[src/rtl/sobol_pkg.sv]
// Shared definitions for the Sobol sequence generator.
//   state_t   : run-control FSM encoding (IDLE, RUN)
//   MODE_GRAY : mode bit selecting Gray-code ordering of the index
//   MODE_ODD  : mode bit selecting odd indices only (stride 2)
package sobol_pkg;

  typedef enum logic {
    IDLE = 1'b0,
    RUN  = 1'b1
  } state_t;

  localparam int MODE_GRAY = 0;
  localparam int MODE_ODD  = 1;

endpackage

[src/rtl/sobol_gen_param_if.sv]
// Sample stream from the generator to its consumer.
//   out_data  : D samples, dimension d at [d*W +: W]
//   out_idx   : sequence index that produced out_data
//   out_valid : out_data/out_idx are valid
//   out_ready : consumer accepts the sample
// Handshake: a sample transfers on a rising edge where out_valid and
// out_ready are both 1. While out_valid=1 and out_ready=0 the source holds
// out_data, out_idx and out_valid stable; out_ready is ignored while
// out_valid=0.
interface sobol_gen_param_if #(
  parameter int W = 6,
  parameter int D = 2
);
  logic [D*W-1:0] out_data;
  logic [W-1:0]   out_idx;
  logic           out_valid;
  logic           out_ready;

  modport master (output out_data, output out_idx, output out_valid, input out_ready);
  modport slave  (input out_data, input out_idx, input out_valid, output out_ready);
endinterface

[src/rtl/sobol_lane.sv]
// One Sobol dimension: XOR of the direction numbers selected by the set bits
// of the ordering word g. Purely combinational; the parent registers x.
//   g   : W-bit ordering word (index or its Gray code)
//   dir : W direction numbers, number k at [k*W +: W]
//   x   : W-bit sample
module sobol_lane #(
  parameter int W = 6
) (
  input  logic [W-1:0]   g,
  input  logic [W*W-1:0] dir,
  output logic [W-1:0]   x
);

  always_comb begin
    x = '0;
    for (int k = 0; k < W; k++) begin
      if (g[k]) x = x ^ dir[k*W +: W];
    end
  end

endmodule

[src/rtl/sobol_gen_param.sv]
// Parameterised multi-dimensional Sobol sequence generator.
//   clk, rst   : clock, asynchronous active-low reset
//   en         : block enable; low clears the run (config registers kept)
//   start      : load mode/len/dir and begin a run (also restarts a run)
//   mode       : [MODE_GRAY] Gray ordering, [MODE_ODD] odd indices only
//   len        : points per run, 0 = free-running
//   dir        : direction numbers, dim d bit k at [(d*W+k)*W +: W]
//   stream     : sample stream (master side)
//   busy, done : run active; one-cycle pulse on acceptance of the last point
//   dbg_state  : current FSM state
module sobol_gen_param
  import sobol_pkg::*;
#(
  parameter int W = 6,
  parameter int D = 2
) (
  input  logic                 clk,
  input  logic                 rst,
  input  logic                 en,
  input  logic                 start,
  input  logic [1:0]           mode,
  input  logic [W-1:0]         len,
  input  logic [D*W*W-1:0]     dir,
  sobol_gen_param_if.master    stream,
  output logic                 busy,
  output logic                 done,
  output state_t               dbg_state
);

  localparam logic [W-1:0] ONE = W'(1);
  localparam logic [W-1:0] TWO = W'(2);

  state_t             state_q, state_d;
  logic [1:0]         mode_q;
  logic [W-1:0]       len_q;
  logic [D*W*W-1:0]   dir_q;
  logic [W-1:0]       idx_q;
  logic [W-1:0]       cnt_q;
  logic [D*W-1:0]     data_q;
  logic               valid_q;

  logic               accept;
  logic               last;
  logic [W-1:0]       stride;
  logic [W-1:0]       start_idx;
  logic [W-1:0]       sel_idx;
  logic               sel_gray;
  logic [D*W*W-1:0]   sel_dir;
  logic [W-1:0]       g;
  logic [D*W-1:0]     lane_x;

  assign accept    = valid_q & stream.out_ready;
  // cnt_q counts points already accepted, so this acceptance is point cnt_q+1.
  assign last      = (len_q != '0) && ((cnt_q + ONE) == len_q);
  assign stride    = mode_q[MODE_ODD] ? TWO : ONE;
  assign start_idx = mode[MODE_ODD] ? ONE : '0;

  // The lanes always compute the sample that will be registered next: on a
  // start it comes from the incoming config, otherwise from the stored one.
  assign sel_idx  = start ? start_idx : (idx_q + stride);
  assign sel_gray = start ? mode[MODE_GRAY] : mode_q[MODE_GRAY];
  assign sel_dir  = start ? dir : dir_q;
  assign g        = sel_gray ? (sel_idx ^ (sel_idx >> 1)) : sel_idx;

  for (genvar d = 0; d < D; d++) begin : g_lane
    sobol_lane #(.W(W)) u_lane (
      .g   (g),
      .dir (sel_dir[d*W*W +: W*W]),
      .x   (lane_x[d*W +: W])
    );
  end

  always_ff @(posedge clk or negedge rst) begin
    if (!rst) state_q <= IDLE;
    else      state_q <= state_d;
  end

  always_comb begin
    state_d = state_q;
    if (!en)                                         state_d = IDLE;
    else if (start)                                  state_d = RUN;
    else if ((state_q == RUN) && accept && last)     state_d = IDLE;
  end

  always_ff @(posedge clk or negedge rst) begin
    if (!rst) begin
      mode_q  <= '0;
      len_q   <= '0;
      dir_q   <= '0;
      idx_q   <= '0;
      cnt_q   <= '0;
      data_q  <= '0;
      valid_q <= 1'b0;
    end else if (!en) begin
      idx_q   <= '0;
      cnt_q   <= '0;
      data_q  <= '0;
      valid_q <= 1'b0;
    end else if (start) begin
      mode_q  <= mode;
      len_q   <= len;
      dir_q   <= dir;
      idx_q   <= start_idx;
      cnt_q   <= '0;
      data_q  <= lane_x;
      valid_q <= 1'b1;
    end else if (accept) begin
      if (last) begin
        valid_q <= 1'b0;
      end else begin
        idx_q  <= idx_q + stride;
        cnt_q  <= cnt_q + ONE;
        data_q <= lane_x;
      end
    end
  end

  // A restart or a disable in the same cycle swallows the final acceptance.
  assign done      = en & ~start & (state_q == RUN) & accept & last;
  assign busy      = (state_q == RUN);
  assign dbg_state = state_q;

  assign stream.out_data  = data_q;
  assign stream.out_idx   = idx_q;
  assign stream.out_valid = valid_q;

endmodule

[src/flat_wrapper.sv]
// flat-port wrapper written by rule: the top's interface ports become plain ports
module sobol_gen_param_flat import sobol_pkg::*;
#(
  parameter int W = 6,
  parameter int D = 2
)
  (clk, rst, en, start, mode, len, dir, busy, done, dbg_state, stream_out_data, stream_out_idx, stream_out_valid, stream_out_ready);
  sobol_gen_param_if #(.W(W), .D(D)) stream_i ();
  input  logic clk;
  input  logic rst;
  input  logic en;
  input  logic start;
  input  logic [1:0] mode;
  input  logic [W-1:0] len;
  input  logic [D*W*W-1:0] dir;
  output logic busy;
  output logic done;
  output state_t dbg_state;
  output wire logic [$bits(stream_i.out_data)-1:0] stream_out_data;
  output wire logic [$bits(stream_i.out_idx)-1:0] stream_out_idx;
  output wire logic [$bits(stream_i.out_valid)-1:0] stream_out_valid;
  input wire logic [$bits(stream_i.out_ready)-1:0] stream_out_ready;
  assign stream_out_data = stream_i.out_data;
  assign stream_out_idx = stream_i.out_idx;
  assign stream_out_valid = stream_i.out_valid;
  assign stream_i.out_ready = stream_out_ready;
  sobol_gen_param #(.W(W), .D(D)) u_core (.clk(clk), .rst(rst), .en(en), .start(start), .mode(mode), .len(len), .dir(dir), .stream(stream_i), .busy(busy), .done(done), .dbg_state(dbg_state));
endmodule
[config.mk]
export PLATFORM = sky130hd
export DESIGN_NAME = sobol_gen_param_flat
export DESIGN_NICKNAME = d
export VERILOG_FILES = /design/src/rtl/sobol_pkg.sv /design/src/rtl/sobol_gen_param_if.sv /design/src/rtl/sobol_lane.sv /design/src/rtl/sobol_gen_param.sv /design/src/flat_wrapper.sv
export SDC_FILE = /design/constraint.sdc
export NUM_CORES = 1
export LEC_CHECK = 0
export CORE_ASPECT_RATIO = 1.2
export CORE_UTILIZATION = 40
export CTS_BUF_LIST = sky130_fd_sc_hd__clkbuf_8
export DETAILED_ROUTE_END_ITERATION = 7
export PLACE_DENSITY = 0.59
export REMOVE_ABC_BUFFERS = 1
export SYNTH_ARGS = -nofsm -noshare
export SYNTH_HDL_FRONTEND = slang
export SYNTH_SLANG_ARGS = --single-unit
[constraint.sdc]
create_clock -name clk -period 7.4 [get_ports clk]
set_clock_uncertainty 0.2 [all_clocks]
set_input_delay 0.74 -clock clk [delete_from_list [all_inputs] [get_ports clk]]
set_output_delay 0.74 -clock clk [all_outputs]
set_load 0.02 [all_outputs]
==> out/results.ini, run 1 <==
[clock_network]
hold_buffers = 0
cts-resized-gates = 0
cts_tree = built
cts.sinks = 106
htreeDepth = 3
clock_latency_ps = 390
cts_buffer_depth = 2
cts_setup_buffers = 0
cts_root_buffer = clkbuf_8
clk_pin_slew_worst_paths_ps = 100
cts_buffers = 9

[yosys]
synth_simple_gate_area_share_pct = 15.27
synth_cell_types = 51
synth_top_family_by_area = multiplexers
synth-async-reset-ratio_pct = 100.0
synth_edf_count = 0
seq_area_frac_synth_pct = 43.75
yosysMostFrequentCell = dfrtp_1
synth_mux_area_share_pct = 15.52
netlist_area_sq_mm = 0.006063
synth_largest_area_cell = dfrtp_1
synth_seq_cells = 106
synth_top_area_share_pct = 43.75
synthAdderAreaFrac_pct = 0.9492
synthTopCellsByArea = dfrtp_1 44%, mux2_2 15%, xnor3_1 4.5%
yosys_warnings = 0
yosys_most_used_dff = dfrtp_1
synthCells = 510
ys_top_cells_by_count = 106 x dfrtp_1, 80 x mux2_2, 30 x nand3_1
synth-xor-area-share_pct = 11.12
avgSynthCellArea_sq_um = 11.89
synth-compound-area-share_pct = 9.864

[detailed_routing]
drc_errors = 0
wire_per_inst_um = 18.12
drt-initial-drc-count = 202
highest_layer = met4
wl_met3_um = 408
wl_met2_mm = 6.969
wl_met1_mm = 6.760
num_vias = 4264
dr.pass1.iters = 4
drtAntennaViolNets = 0
vias_per_cell = 5.370
finalWirelength_mm = 14.38

[placement]
dpl.hpwl_mm = 10.12
port-buffer-count = 106
place_congestion = 0.7895
placed_cell_area_sq_mm = 0.007233
detailedPlace.worstSlack_ps = 3171

[cells_and_area]
diodes = 0
finalInstanceArea_sq_mm = 0.007487
syn_to_final_growth_pct = 23.48
fillers = 1334
fin_nets = 679
drive_gt1_share_pct = 21.89

[timing]
finalHoldViolCount = 0
fin_crit_ps = 4250
fmax_ghz = 0.2353
rsz0062_at_grt = no
maxSlewViolCount = 0
worst_slew_margin_rel_pct = 22.64
setup_ws_ps = 3150
tightestPinTransition_ps = 1156
post-route-period-util_pct = 57.43
setup_viol = 0
fin_setup_tns_ps = 0

[floorplan]
die_h_um = 136.9
initial_utilization_pct = 41.55
io_pins = 107
die_width_um = 114.4
coreArea_sq_mm = 0.01459
dieArea_sq_mm = 0.01566
core.rowCount = 48

[grt]
grt_pass1_vias = 4359
grt_pass1_wl_mm = 22.82
grt_max_degree = 81
gr-total-overflow = 0
antenna_found_initial = 0
gr-usage-all-layers_pct = 19.21

[worst_setup_path]
crit_start = u_core.mode_q[1]
crit_fanout = 16
cp_data_required_time_ps = 7520
r2r_cells = 10
startpoint_type = flip-flop
r2r_start = u_core.mode_q[1]
end_kind = flip-flop
arrival_ps = 4370
worstSetupPathType = flip-flop to flip-flop

[power_and_ir_drop]
p_sw_uw = 419.6
p_leak_uw = 0.002900
internal-power_uw = 1105
seqPwrFrac_pct = 46.9
power_density_mw_per_mm2 = 203.7
total_power_uw = 1525
pwr-share-clk_pct = 30.1
vdd_drop_max_v = 0.00009829
comb_power_share_pct = 23.0
switching_share_pct = 27.52

[status]
status = finished clean

[min_path]
hold_class = primary input to async pin

[flow_run]
drv_cap = 0

==> power groups by stage <==
stage          Sequential (uW)  Combinational, uW  Clock, uW
2_1_floorplan              715                215          0
3_3_place_gp               726                343          0
3_5_place_dp               727                352          0
4_1_cts                    716                353        472
5_1_grt                    726                378        491
6_report                   716                350        459
==> kinds of logic after synthesis <==
kind of cell	Yosys count
AND/OR/NAND/NOR	143
adder cells (fa/ha/maj)	4
flip-flops	106
multiplexers	84
AO/OA/AOI/OAI	70
buffers and inverters	47
XOR/XNOR	56
==> metrics by stage <==
step / utilization (%) / instances / hold slack [ps]
floorplan: - / 467 / 244.4
global placement: 49.56 / 779 / 286.9
detailed placement: 49.56 / 779 / 293.8
CTS: 51.30 / 794 / 85.13
global route: 51.30 / 794 / 106.0
finish: 51.30 / 794 / 82.14
==> state kept, by name, indices dropped and copies added, names as in the netlist <==
register,count
u_core.stream.out_data,12
u_core.dir_q,72
u_core.mode_q,2
u_core.busy,1
u_core.stream.out_valid,1
u_core.len_q,6
u_core.cnt_q,6
u_core.stream.out_idx,6
==> cell type report <==
cell class | instances | area [sq um] | area share (%)
clock inverter | 6 | 130.1 | 1.738
tap | 200 | 250.2 | 3.342
timing repair buffer | 112 | 1104 | 14.74
multi-input combinational | 357 | 3212 | 42.90
inverter | 4 | 15.01 | 0.2005
sequential | 106 | 2653 | 35.43
clock buffer | 9 | 123.9 | 1.654
==> layout by cell type (no fill, tap or decap), types with 12 or more instances in the layout <==
cell / synthesis / layout
nand3_1: 30 / 30
nand3b_1: 25 / 25
clkdlybuf4s50_1: 0 / 105
a22oi_1: 12 / 12
mux2_2: 80 / 80
nor2_1: 15 / 14
nand4_1: 14 / 14
nor4b_1: 14 / 14
nand2_1: 21 / 20
o211ai_1: 12 / 12
dfrtp_1: 106 / 106
xnor2_1: 20 / 20
xor2_1: 23 / 23
a21oi_1: 14 / 14
xnor3_1: 12 / 12
==> path summary, 6_finish.rpt <==
| kind | to | slack (ps) |
|---|---|---|
| min in group clk | u_core.dir_q[0] | 310 |
| worst max register to register | u_core.stream.out_data[2] | 3150 |
| worst min-delay path | u_core.dir_q[7] | 80 |
| worst min register to register | u_core.dir_q[0] | 310 |
| max in group asynchronous | u_core.cnt_q[3] | 5620 |
| worst max-delay path | u_core.stream.out_data[2] | 3150 |
==> worst max-delay path, stage by stage (launching register included) <==
cell and delay (ps):
dfrtp_1 420, inv_1 60, ha_1 250, fa_1 890
nand3b_1 140, a21oi_1 830, a22oi_1 230, xor2_1 310
xnor3_1 390, nor4b_1 300, nand3b_1 160
==> routing by layer <==
layer / vias up / GRT usage, %
met3: 16 / 3.144
met4: 0 / 6.854
li1: 2032 / -
met5: - / 0
met1: 2144 / 25.04
met2: 72 / 32.22
Power figures use the tool's default switching activity.
==> run 2: changes to the inputs <==
- clock period: 7.4 -> 4.05 ns (I/O delays scaled with it)
==> run 2 against run 1 <==
Via count increased by 2.2%. Count of clock-buffer cells in the layout increased by 1. Die area stayed put. Combinational power up 91%. Non-clock buffer count rose by 10. Global-route usage increased by 0.80 points. Critical path type is now flip-flop to primary output. Largest cell class unchanged. Largest power group unchanged.
==> out/results.ini, run 2 (synthesis gave the netlist of run 1 again) <==
[min_path]
whs_path_depth = 1
hold_class = flip-flop to flip-flop
hp-start = u_core.dir_q[61]
min_to = u_core.dir_q[61]

[cells_and_area]
drive_gt1_share_pct = 22.98
fillers = 1346
finalInstanceArea_sq_mm = 0.007547
regArea_sq_mm = 0.002653
syn_to_final_growth_pct = 24.47
final_common_cell = dfrtp_1
diodes = 0
fin_nets = 689
final_cell_mix = 106 x dfrtp_1, 105 x clkdlybuf4s50_1, 80 x mux2_2
largest_reg_flops = 72
largest_register = u_core.dir_q
multiInputGateArea_sq_mm = 0.003216

[grt]
antenna_found_initial = 0
grt_pass1_vias = 4484
grt_pass1_wl_mm = 23.94
gr-total-overflow = 0
grt_max_degree = 69
gr-usage-all-layers_pct = 20.01

[timing]
finalHoldViolCount = 0
worst_slew_margin_rel_pct = 8.293
fin_setup_tns_ps = 0
fmax_ghz = 0.2761
maxSlewViolCount = 0
rsz0062_at_grt = no
setup_viol = 0
tightestPinTransition_ps = 1376
post-route-period-util_pct = 89.42
fin_crit_ps = 3622

[floorplan]
io_pins = 107
die_h_um = 136.9
die_width_um = 114.4
coreArea_sq_mm = 0.01459
core.rowCount = 48
initial_utilization_pct = 41.55
dieArea_sq_mm = 0.01566

[clock_network]
cts_tree = built
htreeDepth = 3
clock_latency_ps = 380
cts_root_buffer = clkbuf_8
clk_pin_slew_worst_paths_ps = 100
cts_buffer_depth = 2
cts.sinks = 106
cts_buffers = 9

[worst_setup_path]
cp_num_buf_inv = 1
r2r_start = u_core.mode_q[1]
r2r_end = u_core.stream.out_data[4]
slowest_stage = clkdlybuf4s50_1
arrival_ps = 3020
rrSetupSlack_ps = 440
end_kind = primary output
worstSetupPathType = flip-flop to primary output
crit_fanout = 6
crit_chain = ha_1 -> xor2_1 -> a311oi_1 -> o2111a_1 -> and2_1 -> and3_1 -> and4_1 -> clkdlybuf4s50_1
slowest_delay_ps = 590
startpoint_type = flip-flop
cp_top_family = buffers and inverters
r2r_cells = 10
cp_data_required_time_ps = 3440

[detailed_routing]
vias_per_cell = 5.411
wl_met1_mm = 6.741
drt-initial-drc-count = 171
wire_per_inst_um = 18.31
dr.pass1.iters = 4
wl_met3_um = 478
drc_errors = 0
num_vias = 4356
finalWirelength_mm = 14.74
highest_layer = met4
drtAntennaViolNets = 0
wl_met2_mm = 7.261

[placement]
placed_cell_area_sq_mm = 0.007313
dpl.hpwl_mm = 10.50
port-buffer-count = 106
place_congestion = 0.7603

[power_and_ir_drop]
vdd_drop_max_v = 0.0001481
p_leak_uw = 0.002936
power_density_mw_per_mm2 = 356.7

[status]
status = finished clean

[flow_run]
drv_cap = 0

-- run 2: cell count changes in the layout (fill, tap and decap cells not counted), sizes merged --
cell / change
clkinv: -2
inv: +2
bufinv: -2
clkbuf: +1
clkinvlp: +2
dlygate4sd3: +1
buf: +9
-- run 2: what timing repair did --
item	in CTS	in global routing
endpoints found under the hold margin	66	0
buffers inserted	0	0
setup endpoints to repair	0	3
resized for setup	0	1
hold buffers	1	0
-- run 2: layout make-up --
class,instances,area share (%)
multi-input cells,357,42.61
flip-flops and latches,106,35.15
repair buffers,122,15.82
well taps,200,3.316
clock buffers,10,1.824
clock inverters,6,1.094
inverters,4,0.1989
-- run 2: worst max path at each step --
| stage | from | endpoint | slack (ps) | cells past startpoint |
|---|---|---|---|---|
| finish | u_core.cnt_q[0] | done | 430 | 8 |
| global route | u_core.mode_q[1] | u_core.stream.out_data[4] | 160 | 10 |
| global placement | u_core.mode_q[1] | u_core.stream.out_data[11] | 370 | 10 |
| floorplan | u_core.stream.out_idx[0] | u_core.stream.out_data[0] | 90 | 8 |
| CTS | u_core.mode_q[1] | u_core.stream.out_data[1] | 230 | 10 |
| detailed placement | u_core.mode_q[1] | u_core.stream.out_data[1] | 270 | 10 |
-- run 2: layer usage --
metal	global-route usage [%]	vias to the layer above
met4	7.215	0
met2	33.64	98
met1	26.64	2184
li1	-	2058
met3	2.303	16
met5	0	-
-- run 2: power breakdown --
part	switching, uW	internal [uW]	total [uW]
combinational	300	369	670
sequential	94.5	1190	1290
clock	373	361	734
-- run 2: per-stage QoR --
stage / utilization, % / power [uW] / std cells / hold WS [ps] / setup slack [ps]
final: 51.71 / 2692 / 805 / 316.5 / 428.4
after global routing: 51.71 / 2828 / 805 / 330.3 / 162.7
after CTS: 51.69 / 2723 / 805 / 318.6 / 225.7
after detailed placement: 50.11 / 1977 / 788 / 293.7 / 270.0
after global placement: 50.11 / 1959 / 788 / 286.6 / 370.6
after floorplan: - / 1699 / 467 / -90.59 / 94.76
==> run 3: changes to the inputs <==
- ABC_CLOCK_PERIOD_IN_PS: not set -> 4050
==> results of run 3 <==
Final layout, timing and power as in run 2 (identical DEF).
